### src/rtl/enemy_draw.sv
// Enemy formation renderer: ROWS x COLS sprite grid placed at a latched origin,
// with per-enemy alive mask. Define ENEMY_FRAME_LATCH_EN to latch the origin at vblank rise.
module enemy_draw #(
   parameter int          SPRITE_W  = 32,
   parameter int          SPRITE_H  = 32,
   parameter int          COLS      = 5,
   parameter int          ROWS      = 2,
   parameter int          SPACING_X = 64,
   parameter int          SPACING_Y = 48,
   parameter logic [11:0] TRANSP    = 12'h000,
   localparam int         AW        = $clog2(SPRITE_W * SPRITE_H),
   localparam int         N         = ROWS * COLS
) (
   input  logic          pclk,
   input  logic          rst,
   input  logic [10:0]   x_pos,
   input  logic [10:0]   y_pos,
   input  logic          level_start,
   input  logic          kill_valid,
   input  logic [3:0]    kill_idx,
   input  logic [10:0]   hcount_in,
   input  logic [10:0]   vcount_in,
   input  logic          hsync_in,
   input  logic          vsync_in,
   input  logic          hblnk_in,
   input  logic          vblnk_in,
   input  logic [11:0]   rgb_in,
   input  logic [11:0]   rgb_pixel,
   output logic [AW-1:0] pixel_addr,
   output logic [10:0]   hcount_out,
   output logic [10:0]   vcount_out,
   output logic          hsync_out,
   output logic          vsync_out,
   output logic          hblnk_out,
   output logic          vblnk_out,
   output logic [11:0]   rgb_out,
   output logic [N-1:0]  alive,
   output logic          all_dead
);

   localparam int XB = $clog2(SPRITE_W);
   localparam int YB = $clog2(SPRITE_H);

   logic [10:0]   x_lat_q, x_lat_d, y_lat_q, y_lat_d;
   logic [N-1:0]  alive_q, alive_d;
   logic          all_dead_q, all_dead_d;
   logic          hit1_q, hit1_d;
   logic [AW-1:0] pixel_addr_q, pixel_addr_d;
   logic [25:0]   tim1_q, tim1_d, tim2_q, tim2_d;
   logic [11:0]   rgb1_q, rgb1_d, rgb_out_q, rgb_out_d;
   logic [11:0]   h12, v12;
`ifdef ENEMY_FRAME_LATCH_EN
   logic          vblnk_prev_q, vblnk_prev_d;
`endif

   assign h12 = {1'b0, hcount_in};
   assign v12 = {1'b0, vcount_in};

   always_comb begin
`ifdef ENEMY_FRAME_LATCH_EN
      vblnk_prev_d = vblnk_in;
      if (vblnk_in && !vblnk_prev_q) begin
         x_lat_d = x_pos;
         y_lat_d = y_pos;
      end else begin
         x_lat_d = x_lat_q;
         y_lat_d = y_lat_q;
      end
`else
      x_lat_d = x_pos;
      y_lat_d = y_pos;
`endif

      alive_d = alive_q;
      if (level_start) begin
         alive_d = {N{1'b1}};
      end else if (kill_valid && ({1'b0, kill_idx} < 5'(N))) begin
         alive_d[kill_idx] = 1'b0;
      end else begin
         alive_d = alive_q;
      end
      all_dead_d = (alive_d == {N{1'b0}});

      // Spacing >= sprite size guarantees at most one enemy covers a pixel.
      hit1_d       = 1'b0;
      pixel_addr_d = {AW{1'b0}};
      for (int r = 0; r < ROWS; r++) begin
         for (int c = 0; c < COLS; c++) begin
            logic [11:0] ox, oy, dx, dy;
            ox = {1'b0, x_lat_q} + 12'(c * SPACING_X);
            oy = {1'b0, y_lat_q} + 12'(r * SPACING_Y);
            dx = h12 - ox;
            dy = v12 - oy;
            if (h12 >= ox && h12 < ox + 12'(SPRITE_W) &&
                v12 >= oy && v12 < oy + 12'(SPRITE_H) &&
                alive_q[r*COLS+c] && !hblnk_in && !vblnk_in) begin
               hit1_d       = 1'b1;
               pixel_addr_d = {dy[YB-1:0], dx[XB-1:0]};
            end else begin
               hit1_d       = hit1_d;
            end
         end
      end

      tim1_d    = {hcount_in, vcount_in, hsync_in, vsync_in, hblnk_in, vblnk_in};
      rgb1_d    = rgb_in;
      tim2_d    = tim1_q;
      rgb_out_d = (hit1_q && rgb_pixel != TRANSP) ? rgb_pixel : rgb1_q;
   end

   always_ff @(posedge pclk) begin
      if (rst) begin
         x_lat_q      <= 11'd0;
         y_lat_q      <= 11'd0;
         alive_q      <= {N{1'b1}};
         all_dead_q   <= 1'b0;
         hit1_q       <= 1'b0;
         pixel_addr_q <= {AW{1'b0}};
         tim1_q       <= 26'd0;
         rgb1_q       <= 12'd0;
         tim2_q       <= 26'd0;
         rgb_out_q    <= 12'd0;
`ifdef ENEMY_FRAME_LATCH_EN
         vblnk_prev_q <= 1'b0;
`endif
      end else begin
         x_lat_q      <= x_lat_d;
         y_lat_q      <= y_lat_d;
         alive_q      <= alive_d;
         all_dead_q   <= all_dead_d;
         hit1_q       <= hit1_d;
         pixel_addr_q <= pixel_addr_d;
         tim1_q       <= tim1_d;
         rgb1_q       <= rgb1_d;
         tim2_q       <= tim2_d;
         rgb_out_q    <= rgb_out_d;
`ifdef ENEMY_FRAME_LATCH_EN
         vblnk_prev_q <= vblnk_prev_d;
`endif
      end
   end

   assign pixel_addr = pixel_addr_q;
   assign {hcount_out, vcount_out, hsync_out, vsync_out, hblnk_out, vblnk_out} = tim2_q;
   assign rgb_out    = rgb_out_q;
   assign alive      = alive_q;
   assign all_dead   = all_dead_q;

endmodule

### config.mk
export PLATFORM = sky130hd
export DESIGN_NAME = enemy_draw
export DESIGN_NICKNAME = d
export VERILOG_FILES = /design/src/rtl/enemy_draw.sv
export SDC_FILE = /design/constraint.sdc
export NUM_CORES = 1
export LEC_CHECK = 0
export BUFFER_PORTS_ARGS = -buffer_cell sky130_fd_sc_hd__buf_2
export CAP_MARGIN = 25
export CORE_MARGIN = 5
export CORE_UTILIZATION = 43
export DETAILED_ROUTE_END_ITERATION = 12
export PLACE_DENSITY = 0.7
export SKIP_LAST_GASP = 1
export SYNTH_ARGS = -nofsm -noshare
export SYNTH_HDL_FRONTEND = slang
export SYNTH_SLANG_ARGS = --single-unit
### constraint.sdc
create_clock -name pclk -period 3.8 [get_ports pclk]
set_input_delay 0.19 -clock pclk [delete_from_list [all_inputs] [get_ports pclk]]
set_output_delay 0.19 -clock pclk [all_outputs]
set_load 0.02 [all_outputs]
==> impl_metrics.json <==
{
  "num_rows": 45,
  "syn_area_per_cell_sq_um": 9.152,
  "ioPinCount": 139,
  "antenna_found_initial": 0,
  "ys_ff_latch": 120,
  "fillCellCount": 1342,
  "initial_core_util": 0.4335,
  "crit_fanout": 10,
  "portBuffers": 138,
  "drtPass1Iterations": 5,
  "cp_data_required_time_ns": 4.12,
  "root_buffer": "clkbuf_16",
  "die_h_microns": 133.1,
  "via_count": 5442,
  "clock-sinks": 120,
  "tritoncts": "built",
  "path_class": "flop to flop",
  "clk_pin_slew_ns": 0.05,
  "fin_skew_ns": 0.008660,
  "cp.arrival_ns": 3.85,
  "core-area_sq_um": 15030,
  "rr_endpoint": "pixel_addr[3]$_SDFF_PP0_",
  "drc": 0,
  "layout-drive-gt1-share": 0.2078,
  "setup_viol": 0,
  "whs_path_depth": 2,
  "grt_usage": 0.1846,
  "routed_wl_microns": 16110,
  "min_period_over_period": 0.9288,
  "pre_cts_slack_ns": 0.2812,
  "max_slew_margin": 0.5136,
  "fp.dieW_microns": 133.1,
  "drv_slew": 0,
  "critPathCaptureType": "flop",
  "total_power_uw": 3671,
  "yosysUniqueCellTypes": 60,
  "ys_seq_area_frac": 0.3687,
  "antenna_left": 0,
  "worstHoldPathType": "input port to flop",
  "drv_cap": 0,
  "min_from": "y_pos[3]",
  "tightest_slew_ns": 0.7297,
  "dp.cells": 1026,
  "fin_ws_ns": 0.2705,
  "cts_max_level": 4,
  "dp_hpwl_microns": 12290,
  "vias_per_cell": 5.025,
  "rrSetupSlack_ns": 0.27,
  "grt_max_degree": 73,
  "ir_drop_uv": 333.4,
  "layout.nets": 1061,
  "yosys_warnings": 0,
  "synth_edf_count": 0,
  "synthCells": 712,
  "hold_end": "y_lat_q[3]$_SDFF_PP0_",
  "period_needed_ns": 3.529,
  "dieArea_sq_um": 17720,
  "power_density_nw_per_um2": 442.4,
  "clock_tree.buffer_depth": 2,
  "ys.flop_type": "dfxtp_1",
  "hold_viol": 0,
  "tns_ns": 0,
  "area_growth_pct": 27.36,
  "p_leak_uw": 0.003768,
  "startpoint_type": "flop",
  "grt_setup_unrepaired": "false",
  "reg2reg_depth": 13,
  "netlist_area_sq_um": 6516,
  "numCtsBuffers": 17,
  "layout.cells.non_filler": 1083,
  "status": "finished, final reports clean",
  "wl_per_cell_microns": 14.88,
  "async_reset_ff_frac": 0,
  "grt-ovfl-total": 0,
  "syn_nets": 891,
  "worstReg2RegStart": "x_lat_q[8]$_SDFF_PP0_",
  "first_global_vias": 5469,
  "postCtsSetupBuffers": 0,
  "gp_congestion": 0.8896,
  "antenna_cells": 0,
  "drt-initial-drc-count": 215,
  "max_clock_freq_ghz": 0.2833,
  "insertion_delay_ns": 0.41,
  "grt_pass1_wl_microns": 26780
}
## cells in the final DEF (no fill, tap or decap), types with 10 or more instances in the layout
cell / count
buf_2: 137
dfxtp_1: 120
ha_1: 97
nor2b_1: 90
nand2_1: 72
inv_1: 41
a21oi_1: 35
nor2_1: 35
xnor2_1: 30
dlygate4sd3_1: 25
o21ai_0: 23
nand3_1: 19
clkbuf_16: 17
nor3_1: 11
a211oi_1: 11
xor2_1: 10
## layout make-up
cell class	instances	area [sq um]	share of cell area
sequential	120	2402	0.2895
inverter	41	153.9	0.01854
multi-input combinational	535	3914	0.4716
timing repair buffer	167	973.4	0.1173
tap	188	235.2	0.02834
clock buffer	20	446.7	0.05382
clock inverter	12	173.9	0.02096
## power breakdown
| part | total, uW | switching, uW | internal [uW] | leakage (uW) |
|---|---|---|---|---|
| Combinational | 657 | 369 | 287 | 0.00247 |
| Sequential | 1350 | 28.9 | 1320 | 0.000991 |
| Clock | 1670 | 554 | 1110 | 0.000304 |
## flip-flops by register name, summed over array words and instances (netlist names)
name,flops
all_dead,1
x_lat_q,11
tim1_q,26
hit1_q,1
alive,10
rgb_out,12
y_lat_q,11
rgb1_q,12
tim2_q,26
pixel_addr,10
## per-layer routing
metal | up-vias | track usage | part of all wire
met4 | 0 | 0.05943 | 0.015
met2 | 173 | 0.2898 | 0.44
met5 | - | 0 | 0
met1 | 2448 | 0.2494 | 0.48
met3 | 18 | 0.04758 | 0.064
li1 | 2803 | - | -
## logic make-up (layout without fill, tap and decap cells)
kind of cell / after synthesis / in the layout / share of synthesized area
AO/OA/AOI/OAI: 122 / 122 / 0.1275
XOR/XNOR: 41 / 41 / 0.05511
adder cells (fa/ha/maj): 99 / 99 / 0.1924
buffers and inverters: 57 / 240 / 0.03322
flip-flops: 120 / 120 / 0.3687
multiplexers: 2 / 2 / 0.003072
AND/OR/NAND/NOR: 271 / 271 / 0.2200
## worst max-delay path, cell delays in order, from the launching register on
cell and delay (ns):
dfxtp_1 0.58, ha_1 0.35, nand2_1 0.13, xnor2_1 0.16
nor3_1 0.23, xor2_1 0.20, ha_1 0.27, a211o_1 0.26
a211o_1 0.26, o22ai_1 0.24, nand3_1 0.12, nand4_2 0.15
a32oi_4 0.21, a211oi_1 0.26
## how the worst max path moves through the flow
stage	start	endpoint	slack [ns]	cells past startpoint
floorplan	x_lat_q[7]$_SDFF_PP0_	pixel_addr[3]$_SDFF_PP0_	0.70	13
global placement	x_lat_q[6]$_SDFF_PP0_	pixel_addr[3]$_SDFF_PP0_	0.41	13
detailed placement	x_lat_q[8]$_SDFF_PP0_	pixel_addr[3]$_SDFF_PP0_	0.28	13
CTS	x_lat_q[8]$_SDFF_PP0_	pixel_addr[3]$_SDFF_PP0_	0.27	13
global route	x_lat_q[6]$_SDFF_PP0_	pixel_addr[3]$_SDFF_PP0_	0.02	13
finish	x_lat_q[8]$_SDFF_PP0_	pixel_addr[3]$_SDFF_PP0_	0.27	13
## per-stage QoR
step | utilization | hold WS (ns) | area [sq um]
finish | 0.5521 | 0.005641 | 8299
global route | 0.5521 | 0.004150 | 8299
CTS | 0.5510 | 0.0006096 | 8283
detailed placement | 0.4931 | 0.4030 | 7412
global placement | 0.4931 | 0.3980 | 7412
floorplan | - | 0.3182 | 6516
## synth_stat cells, drive strengths merged, types with 3 or more instances
cell type,count,share of area
xor2,10,0.013
nand3b,5,0.0058
o211ai,3,0.0035
buf,3,0.0019
inv,41,0.024
o22ai,4,0.0038
nor2b,90,0.086
nand2,72,0.041
a22oi,4,0.0054
dfxtp,120,0.37
ha,97,0.19
nor3b,4,0.0046
a21o,5,0.0058
a211oi,12,0.015
nor2,35,0.020
and3,3,0.0029
nand4,6,0.0067
nand2b,10,0.010
clkbuf,13,0.0077
o21a,9,0.010
nor4,5,0.0048
xnor2,31,0.042
nand3,19,0.015
o221ai,4,0.0054
o21ai,23,0.018
nor3,14,0.013
a21oi,36,0.028
## timing repair
item,4_1_cts,5_1_grt
resized for setup,0,3
hold endpoints to repair,25,0
setup endpoints to repair,0,3
hold buffers,25,0
Note: power is estimated with default switching activity, not from simulation.
